<file path="src/rtl/alu_iter_pkg.sv">
// ---------------------------------------------------------------------------
// alu_iter_pkg
// Shared definitions for the iterative multiply/shift unit:
//   - opcode constants (MUL, SLL, SRL, SRA, ROR; anything else is illegal)
//   - FSM state encoding for the control sequencer
//   - step-count limit, which is also the default operand width
// ---------------------------------------------------------------------------
package alu_iter_pkg;

  localparam int STEP_LIMIT = 8;

  localparam logic [2:0] OP_MUL = 3'b000;
  localparam logic [2:0] OP_SLL = 3'b001;
  localparam logic [2:0] OP_SRL = 3'b010;
  localparam logic [2:0] OP_SRA = 3'b011;
  localparam logic [2:0] OP_ROR = 3'b100;

  typedef enum logic [1:0] {
    S_IDLE = 2'd0,
    S_RUN  = 2'd1,
    S_FIN  = 2'd2
  } state_e;

  // Opcodes above ROR have no operation behind them.
  function automatic logic op_is_legal(input logic [2:0] op);
    return op <= OP_ROR;
  endfunction

endpackage

</file>
<file path="src/rtl/alu_iter_step.sv">
// ---------------------------------------------------------------------------
// alu_iter_step
// Purely combinational single iteration of the unit.
//   op_i   : latched opcode
//   acc_i  : current accumulator (partial product or value being shifted)
//   opa_i  : multiplicand, pre-shifted to the current bit weight (MUL only)
//   opb_i  : remaining multiplier bits, LSB is the bit consumed now (MUL only)
//   acc_o / opa_o / opb_o : values after one step
// MUL is shift-and-add: the multiplicand moves left while the multiplier
// moves right, so bit 0 of opb always selects the current partial product.
// Only the low WIDTH bits are kept, which yields the truncated product.
// ---------------------------------------------------------------------------
import alu_iter_pkg::*;

module alu_iter_step #(
  parameter int WIDTH = STEP_LIMIT
) (
  input  logic [2:0]       op_i,
  input  logic [WIDTH-1:0] acc_i,
  input  logic [WIDTH-1:0] opa_i,
  input  logic [WIDTH-1:0] opb_i,
  output logic [WIDTH-1:0] acc_o,
  output logic [WIDTH-1:0] opa_o,
  output logic [WIDTH-1:0] opb_o
);

  always_comb begin
    // NOTE: every output gets a default before the case so no path leaves
    // one unassigned, which would otherwise infer a latch.
    acc_o = acc_i;
    opa_o = opa_i;
    opb_o = opb_i;
    case (op_i)
      OP_MUL: begin
        if (opb_i[0]) acc_o = acc_i + opa_i;
        opa_o = opa_i << 1;
        opb_o = opb_i >> 1;
      end
      OP_SLL:  acc_o = acc_i << 1;
      OP_SRL:  acc_o = acc_i >> 1;
      OP_SRA:  acc_o = {acc_i[WIDTH-1], acc_i[WIDTH-1:1]};
      OP_ROR:  acc_o = {acc_i[0], acc_i[WIDTH-1:1]};
      default: ;
    endcase
  end

endmodule

</file>
<file path="src/rtl/alu_iter_unit.sv">
// ---------------------------------------------------------------------------
// alu_iter_unit
// Iterative multiply / shift unit, one step per clock.
//   clk_i    : clock, rising edge
//   rst_ni   : asynchronous active-low reset
//   start_i  : operation request, only looked at in IDLE
//   opcode_i : 000 MUL, 001 SLL, 010 SRL, 011 SRA, 100 ROR, others illegal
//   data1_i  : multiplicand / value to shift
//   data2_i  : multiplier / shift amount
//   result_o : result of the last completed operation (held between DONEs)
//   busy_o   : high in RUN and FIN
//   done_o   : one-cycle pulse, coincident with result_o update
// Timing: accepted at edge k, RUN lasts max(N,1) cycles, one FIN cycle,
// result and done appear after edge k+max(N,1)+1.
// ---------------------------------------------------------------------------
import alu_iter_pkg::*;

module alu_iter_unit #(
  parameter int WIDTH = STEP_LIMIT
) (
  input  logic             clk_i,
  input  logic             rst_ni,
  input  logic             start_i,
  input  logic [2:0]       opcode_i,
  input  logic [WIDTH-1:0] data1_i,
  input  logic [WIDTH-1:0] data2_i,
  output logic [WIDTH-1:0] result_o,
  output logic             busy_o,
  output logic             done_o
);

  localparam int CW = $clog2(WIDTH + 1);
  localparam logic [WIDTH-1:0] WIDTH_V = WIDTH[WIDTH-1:0];

  state_e           state_q, state_d;
  logic [2:0]       op_q, op_d;
  logic [WIDTH-1:0] a_q, a_d;
  logic [WIDTH-1:0] b_q, b_d;
  logic [WIDTH-1:0] acc_q, acc_d;
  logic [WIDTH-1:0] result_q, result_d;
  logic [CW-1:0]    cnt_q, cnt_d;
  logic             done_q, done_d;

  logic [WIDTH-1:0] acc_s, a_s, b_s;

  // Number of RUN steps that do work; shifts saturate at WIDTH (all bits
  // gone), rotates wrap modulo WIDTH.
  function automatic logic [CW-1:0] step_count(input logic [2:0]       op,
                                               input logic [WIDTH-1:0] d2);
    logic [CW-1:0] n;
    n = '0;
    case (op)
      OP_MUL:                 n = CW'(WIDTH);
      OP_SLL, OP_SRL, OP_SRA: n = (d2 >= WIDTH_V) ? CW'(WIDTH) : CW'(d2);
      OP_ROR:                 n = CW'(d2 % WIDTH_V);
      default:                n = '0;
    endcase
    return n;
  endfunction

  alu_iter_step #(.WIDTH(WIDTH)) u_step (
    .op_i  (op_q),
    .acc_i (acc_q),
    .opa_i (a_q),
    .opb_i (b_q),
    .acc_o (acc_s),
    .opa_o (a_s),
    .opb_o (b_s)
  );

  always_comb begin
    state_d  = state_q;
    op_d     = op_q;
    a_d      = a_q;
    b_d      = b_q;
    acc_d    = acc_q;
    result_d = result_q;
    cnt_d    = cnt_q;
    done_d   = 1'b0;
    case (state_q)
      S_IDLE: begin
        if (start_i) begin
          state_d = S_RUN;
          op_d    = opcode_i;
          a_d     = data1_i;
          b_d     = data2_i;
          cnt_d   = step_count(opcode_i, data2_i);
          // Products accumulate from zero; illegal ops must also end at zero.
          acc_d   = (opcode_i == OP_MUL || !op_is_legal(opcode_i)) ? '0 : data1_i;
        end
      end
      S_RUN: begin
        // A zero count still costs one RUN cycle, with the accumulator idle.
        if (cnt_q != '0) begin
          acc_d = acc_s;
          a_d   = a_s;
          b_d   = b_s;
          cnt_d = cnt_q - 1'b1;
        end
        if (cnt_q <= CW'(1)) state_d = S_FIN;
      end
      S_FIN: begin
        state_d  = S_IDLE;
        result_d = acc_q;
        done_d   = 1'b1;
      end
      default: state_d = S_IDLE;
    endcase
  end

  // NOTE: state registers use non-blocking assignments so every flop samples
  // the pre-edge values; every register, operands included, is reset so an
  // aborted operation leaves nothing behind.
  always_ff @(posedge clk_i or negedge rst_ni) begin
    if (!rst_ni) begin
      state_q  <= S_IDLE;
      op_q     <= '0;
      a_q      <= '0;
      b_q      <= '0;
      acc_q    <= '0;
      result_q <= '0;
      cnt_q    <= '0;
      done_q   <= 1'b0;
    end else begin
      state_q  <= state_d;
      op_q     <= op_d;
      a_q      <= a_d;
      b_q      <= b_d;
      acc_q    <= acc_d;
      result_q <= result_d;
      cnt_q    <= cnt_d;
      done_q   <= done_d;
    end
  end

  assign result_o = result_q;
  assign done_o   = done_q;
  assign busy_o   = (state_q != S_IDLE);

endmodule

</file>
<file path="config.mk">
export PLATFORM = sky130hd
export DESIGN_NAME = alu_iter_unit
export DESIGN_NICKNAME = d
export VERILOG_FILES = /design/src/rtl/alu_iter_pkg.sv /design/src/rtl/alu_iter_step.sv /design/src/rtl/alu_iter_unit.sv
export SDC_FILE = /design/constraint.sdc
export NUM_CORES = 1
export LEC_CHECK = 0
export CORE_UTILIZATION = 52
export DETAILED_ROUTE_END_ITERATION = 10
export GPL_ROUTABILITY_DRIVEN = 0
export PLACE_DENSITY = 0.77
export SLEW_MARGIN = 0
export SYNTH_ARGS = -nofsm -noshare
export SYNTH_HDL_FRONTEND = slang
export SYNTH_HIERARCHICAL = 1
export SYNTH_SLANG_ARGS = --single-unit
</file>
<file path="constraint.sdc">
create_clock -name clk_i -period 2.27 [get_ports clk_i]
set_clock_uncertainty 0.1 [all_clocks]
set_input_delay 0.454 -clock clk_i [delete_from_list [all_inputs] [get_ports clk_i]]
set_output_delay 0.454 -clock clk_i [all_outputs]
set_load 0.01 [all_outputs]
</file>
Word-level counts from Yosys, hierarchy flattened. Cells that the tools add are included. W data, S select, Z words.

Add/subtract/negate cells: 2. Multipliers: 0. Div/mod/pow operators: 0. Magnitude comparators: 3. Eq/ne operators: 18. Shift operators: 0. Multiplexer cells: 23. Bitwise operators: 0. Reduce and logical (&&, ||, !) cells: 15.

Operators with widths (count): $mux W8 (10); $pmux W8 S2 (3); $pmux W8 S5 (1); $eq A3 B2 Y1 const B (4); $mux W4 (3); $pmux W4 S3 (1); $add A8 B8 Y8 (1); $ge A8 B4 Y1 const B (1); $ne A2 B2 Y1 const B (4); $pmux W4 S2 (1); $eq A3 B1 Y1 const B (2); $eq A3 B3 Y1 const B (2); $logic_not A3 Y1 (2); $ne A6 B1 Y1 const B (1); $reduce_and A6 Y1 (1); $ne A5 B1 Y1 const B (1); $reduce_and A5 Y1 (1); $le A4 B1 Y1 const B (1); $mux W2 (2); $pmux W2 S2 (1); $reduce_and A2 Y1 (2); $reduce_and A4 Y1 (1); $reduce_bool A2 Y1 (2); $reduce_bool A4 Y1 (1); 12 further kinds (12).

Register bits after elaboration: 42. Latch bits: 0. RAM bits: 0. ROM bits: 0. Output and inout bits: 10. Memories kept: 0.

Longest topological paths before layout.
Depth in word-level cells: 6. Gate-level depth with buffers: 9. Mapped depth without buffers: 9.

Hierarchy. The synthesis kept the hierarchy.

By module, submodules not included: alu_iter_unit (times used 1, cells each 207, area an instance 2003.2 um2, sequential area each 1051.0 um2); alu_iter_step (times used 1, cells each 138, area an instance 975.9 um2, sequential area each 0.0 um2).

Worst setup path before layout. Ideal clock, no wire load.

Path kind: register to register. Start point: register acc_q[0]. End point: register acc_q[6]. Arrival time: 2025 ps. Data required time: 2088 ps. Path slack: 63 ps. Cell stages (with the launch flop): 10. Path buffers: 0. Cell sequence: dfrtp_1 > ha_1 > fa_1 > a211oi_1 > o21bai_1 > a21oi_1 > xor2_1 > a31oi_1 > nand2_1 > a31oi_1.

Cells in the longest elaborated chain, start to end: 5.

RTL lines: start: declaration (line alu_iter_unit.sv:39) `logic [WIDTH-1:0] acc_q, acc_d;`; start signal: assignment (line alu_iter_unit.sv:120) `acc_q <= '0;`; start signal: assignment (line alu_iter_unit.sv:129) `acc_q <= acc_d;`; $add A8 B8 Y8 (line alu_iter_step.sv:35) `if (opb_i[0]) acc_o = acc_i + opa_i;`; $mux W8 (line alu_iter_step.sv:35); $pmux W8 S5 (line alu_iter_step.sv:33) `case (op_i)`; via acc_s[6] (line alu_iter_unit.sv:44) `logic [WIDTH-1:0] acc_s, a_s, b_s;`; $mux W8 (line alu_iter_unit.sv:94) `if (cnt_q != '0) begin`; $pmux W8 S2 (line alu_iter_unit.sv:80) `case (state_q)`.

The timed path passes the listed nets, and every way through them passes these cells. The select of a mux whose other input is x is not followed. A chain may end at the register's enable or synchronous reset.

Final worst setup path.
Start point: register acc_q[6]. End point: register acc_q[7].

Cells in the longest elaborated chain, start to end: 5.

RTL lines (line): $add A8 B8 Y8 (alu_iter_step.sv:35); $mux W8 (alu_iter_step.sv:35); $pmux W8 S5 * (alu_iter_step.sv:33); via acc_s[7] (alu_iter_unit.sv:44); $mux W8 * (alu_iter_unit.sv:94); $pmux W8 S2 * (alu_iter_unit.sv:80).

The timed path passes the listed nets; every way through them passes the cells marked *. The select of a mux whose other input is x is not followed.

==> flow_summary.json <==
{
  "worst_slew_pin_slew_ns": 0.585,
  "dp_slack_ns": -0.0249,
  "grt_usage": 0.259,
  "grt_pass1_wl_microns": 12400,
  "clk_pin_slew_worst_paths_ns": 0.08,
  "seqPwrFrac": 0.270,
  "vias_per_cell": 6.01,
  "clkSinkCount": 42,
  "final_cells": 450,
  "setup_viol": 0,
  "netlist_top_cells_area": "dfrtp_1 35%, nand2_1 6.6%, a31oi_1 5.7%, mux2_1 5.3%, nor2_1 5.2%",
  "grtUsageMet3": 0.0376,
  "rr_worst_depth": 8,
  "drv_slew": 0,
  "min_path_type": "reg -> reg",
  "rr_endpoint": "acc_q[7]$_DFFE_PN0P_",
  "cp.required_ns": 2.39,
  "async_reset_ff_frac": 1.00,
  "synth_edf_count": 0,
  "htreeDepth": 2,
  "nFillCells": 486,
  "synth.most_common_cell": "nand2_1",
  "cts-root-buf": "clkbuf_8",
  "fin_nets": 412,
  "yosysTopAreaCell": "dfrtp_1",
  "synth-seq-cells": 42,
  "synth_top_area_share": 0.353,
  "grt_antenna_before_repair": 0,
  "wl_per_cell_microns": 16.0,
  "yosys-top-cells-count": "52 x nand2_1, 42 x dfrtp_1, 41 x nor2_1",
  "cp.arrival_ns": 2.33,
  "drt-total-wl_microns": 7200,
  "period_share": 0.971,
  "synth_area_sq_mm": 0.00298,
  "synthDistinctLibCells": 55,
  "cap_violations": 0,
  "r2r_slack_ns": 0.07,
  "pwr-share-clk": 0.084,
  "io_pins": 32,
  "fmax_mhz": 454,
  "synthFlopType": "dfrtp_1",
  "gr-total-overflow": 0,
  "drt-initial-drc-count": 190,
  "pwr-share-comb": 0.646,
  "rr_startpoint": "acc_q[6]$_DFFE_PN0P_",
  "hold_violations": 0,
  "syn-num-nets": 380,
  "timing.final.ws_setup_ns": 0.0650,
  "cts_buffer_depth": 2,
  "grt_pass1_vias": 2660,
  "drc": 0,
  "coreArea_sq_mm": 0.00551,
  "whs_path_depth": 1,
  "via_count": 2706,
  "cts_buffers": 5,
  "die_w_microns": 77.7,
  "period_needed_ns": 2.20,
  "syn_area_per_cell_sq_um": 8.64,
  "tritoncts": "yes",
  "crit_path_start_kind": "register",
  "dr.pass1.iters": 5,
  "worstHoldStart": "result_o[4]$_DFFE_PN0P_",
  "design_area_sq_mm": 0.00350,
  "cp_max_fo": 8,
  "synthCells": 345,
  "swShare": 0.469,
  "synth-seq-area-share": 0.353,
  "critPathKind": "reg -> reg",
  "insertion_delay_ns": 0.31,
  "leakagePower_nw": 1.46,
  "fp.dieArea_sq_mm": 0.00604,
  "grt_start_max_net_pins": 36,
  "internal-power_mw": 3.26,
  "status": "completed",
  "end_kind": "register",
  "initial_core_util": 0.541,
  "die_h_microns": 77.7,
  "grtUsageMet2": 0.446,
  "port_buffers": 31,
  "slew_headroom": 0.610,
  "num_antenna_cells": 0,
  "postRouteAntennaNets": 0,
  "placed_cell_area_sq_mm": 0.00339,
  "ir_drop_mv": 1.15,
  "area_growth_syn_to_layout_pct": 17.6,
  "p_sw_mw": 2.88,
  "dp_cells": 441,
  "gr-usage-met1": 0.324,
  "holdPathEnd": "result_o[4]$_DFFE_PN0P_",
  "cts_setup_buffers": 0,
  "cellPowerDensity_mw_per_mm2": 1750,
  "dp_hpwl_microns": 5290,
  "yosys_warnings": 6,
  "finalCoreUtilization": 0.636,
  "fp-row-count": 27,
  "top_usage_layer": "met2",
  "drive_above_1_share": 0.148
}
-- sequential cells by signal (all words and copies together) (netlist names) --
| register | flops |
|---|---|
| a_q | 8 |
| acc_q | 8 |
| b_q | 8 |
| cnt_q | 4 |
| done_o | 1 |
| op_q | 3 |
| result_o | 8 |
| state_q | 2 |
-- power by group through the flow --
stage               Combinational, mW  Sequential (mW)  Clock, mW
detailed placement               3.87             1.67          0
global placement                 3.75             1.64          0
CTS                              3.91             1.65      0.517
finish                           3.96             1.66      0.515
floorplan                        3.01             1.48          0
global route                     4.41             1.74      0.547
-- layout by cell type (no fill, tap or decap), types with 10 or more instances in the layout --
cell	count
nand2_1	52
nor2_1	41
dfrtp_1	39
clkdlybuf4s50_1	30
a31oi_1	27
buf_4	16
mux2_1	14
a21oi_1	12
mux2_2	11
ha_1	11
o21ai_1	11
o21ai_0	10
nand3_1	10
-- final cells by class --
class | instances | area [sq um] | share of cell area
Multi-Input combinational cell | 269 | 1760 | 0.502
Sequential cell | 42 | 1050 | 0.301
Timing Repair Buffer | 50 | 475 | 0.136
Tap cell | 72 | 90.1 | 0.0257
Clock buffer | 7 | 86.3 | 0.0246
Inverter | 9 | 33.8 | 0.00964
Clock inverter | 1 | 5.00 | 0.00143
-- metrics by stage --
step | TNS (ns) | total power, mW | hold WS [ns]
2_1_floorplan | 0 | 4.49 | 0.0584
3_3_place_gp | 0 | 5.39 | 0.231
3_5_place_dp | -0.0852 | 5.54 | 0.232
4_1_cts | 0 | 6.07 | 0.412
5_1_grt | -0.0772 | 6.70 | 0.431
6_report | 0 | 6.14 | 0.408
-- per-layer routing --
| metal | share of wire | vias up | routed length, microns |
|---|---|---|---|
| met5 | 0 | - | 0 |
| met4 | 0.019 | 0 | 139 |
| met3 | 0.046 | 13 | 329 |
| met2 | 0.51 | 91 | 3680 |
| met1 | 0.42 | 1305 | 3060 |
| li1 | - | 1297 | - |
-- worst max-delay path, stage by stage (launching register included) --
cell and delay [ns]:
dfrtp_2 0.47, ha_1 0.36, a21oi_1 0.25, o21ai_0 0.16, nand2_1 0.17, o311ai_1 0.13, nor3_1 0.22, nand2_1 0.09
a31oi_1 0.18
-- worst max-delay path by stage --
stage,startpoint,end,slack [ns],depth (start not counted)
floorplan,acc_q[0]$_DFFE_PN0P_,acc_q[6]$_DFFE_PN0P_,0.06,9
global placement,data2_i[4],cnt_q[0]$_DFFE_PN0P_,0.05,5
detailed placement,acc_q[0]$_DFFE_PN0P_,acc_q[6]$_DFFE_PN0P_,-0.02,9
CTS,acc_q[0]$_DFFE_PN0P_,acc_q[6]$_DFFE_PN0P_,0.009,9
global route,acc_q[6]$_DFFE_PN0P_,acc_q[7]$_DFFE_PN0P_,-0.07,8
finish,acc_q[6]$_DFFE_PN0P_,acc_q[7]$_DFFE_PN0P_,0.07,8
-- kinds of logic (layout without fill, tap and decap cells) --
kind of cell	Yosys count	in the layout	synth area share
XOR/XNOR	4	4	0.0118
flip-flops	42	42	0.353
adder cells (fa/ha/maj)	13	13	0.0571
AO/OA/AOI/OAI	95	95	0.216
AND/OR/NAND/NOR	131	131	0.203
buffers and inverters	34	67	0.0613
multiplexers	26	26	0.0979
-- what timing repair did --
item                       4_1_cts  5_1_grt
gates cloned                     0        0
setup endpoints to repair        1        4
hold buffers                     1        0
resized for setup                1        6
hold endpoints to repair         8        0
pin swaps                        0        1
No activity file was read; power rests on OpenSTA's default activity.
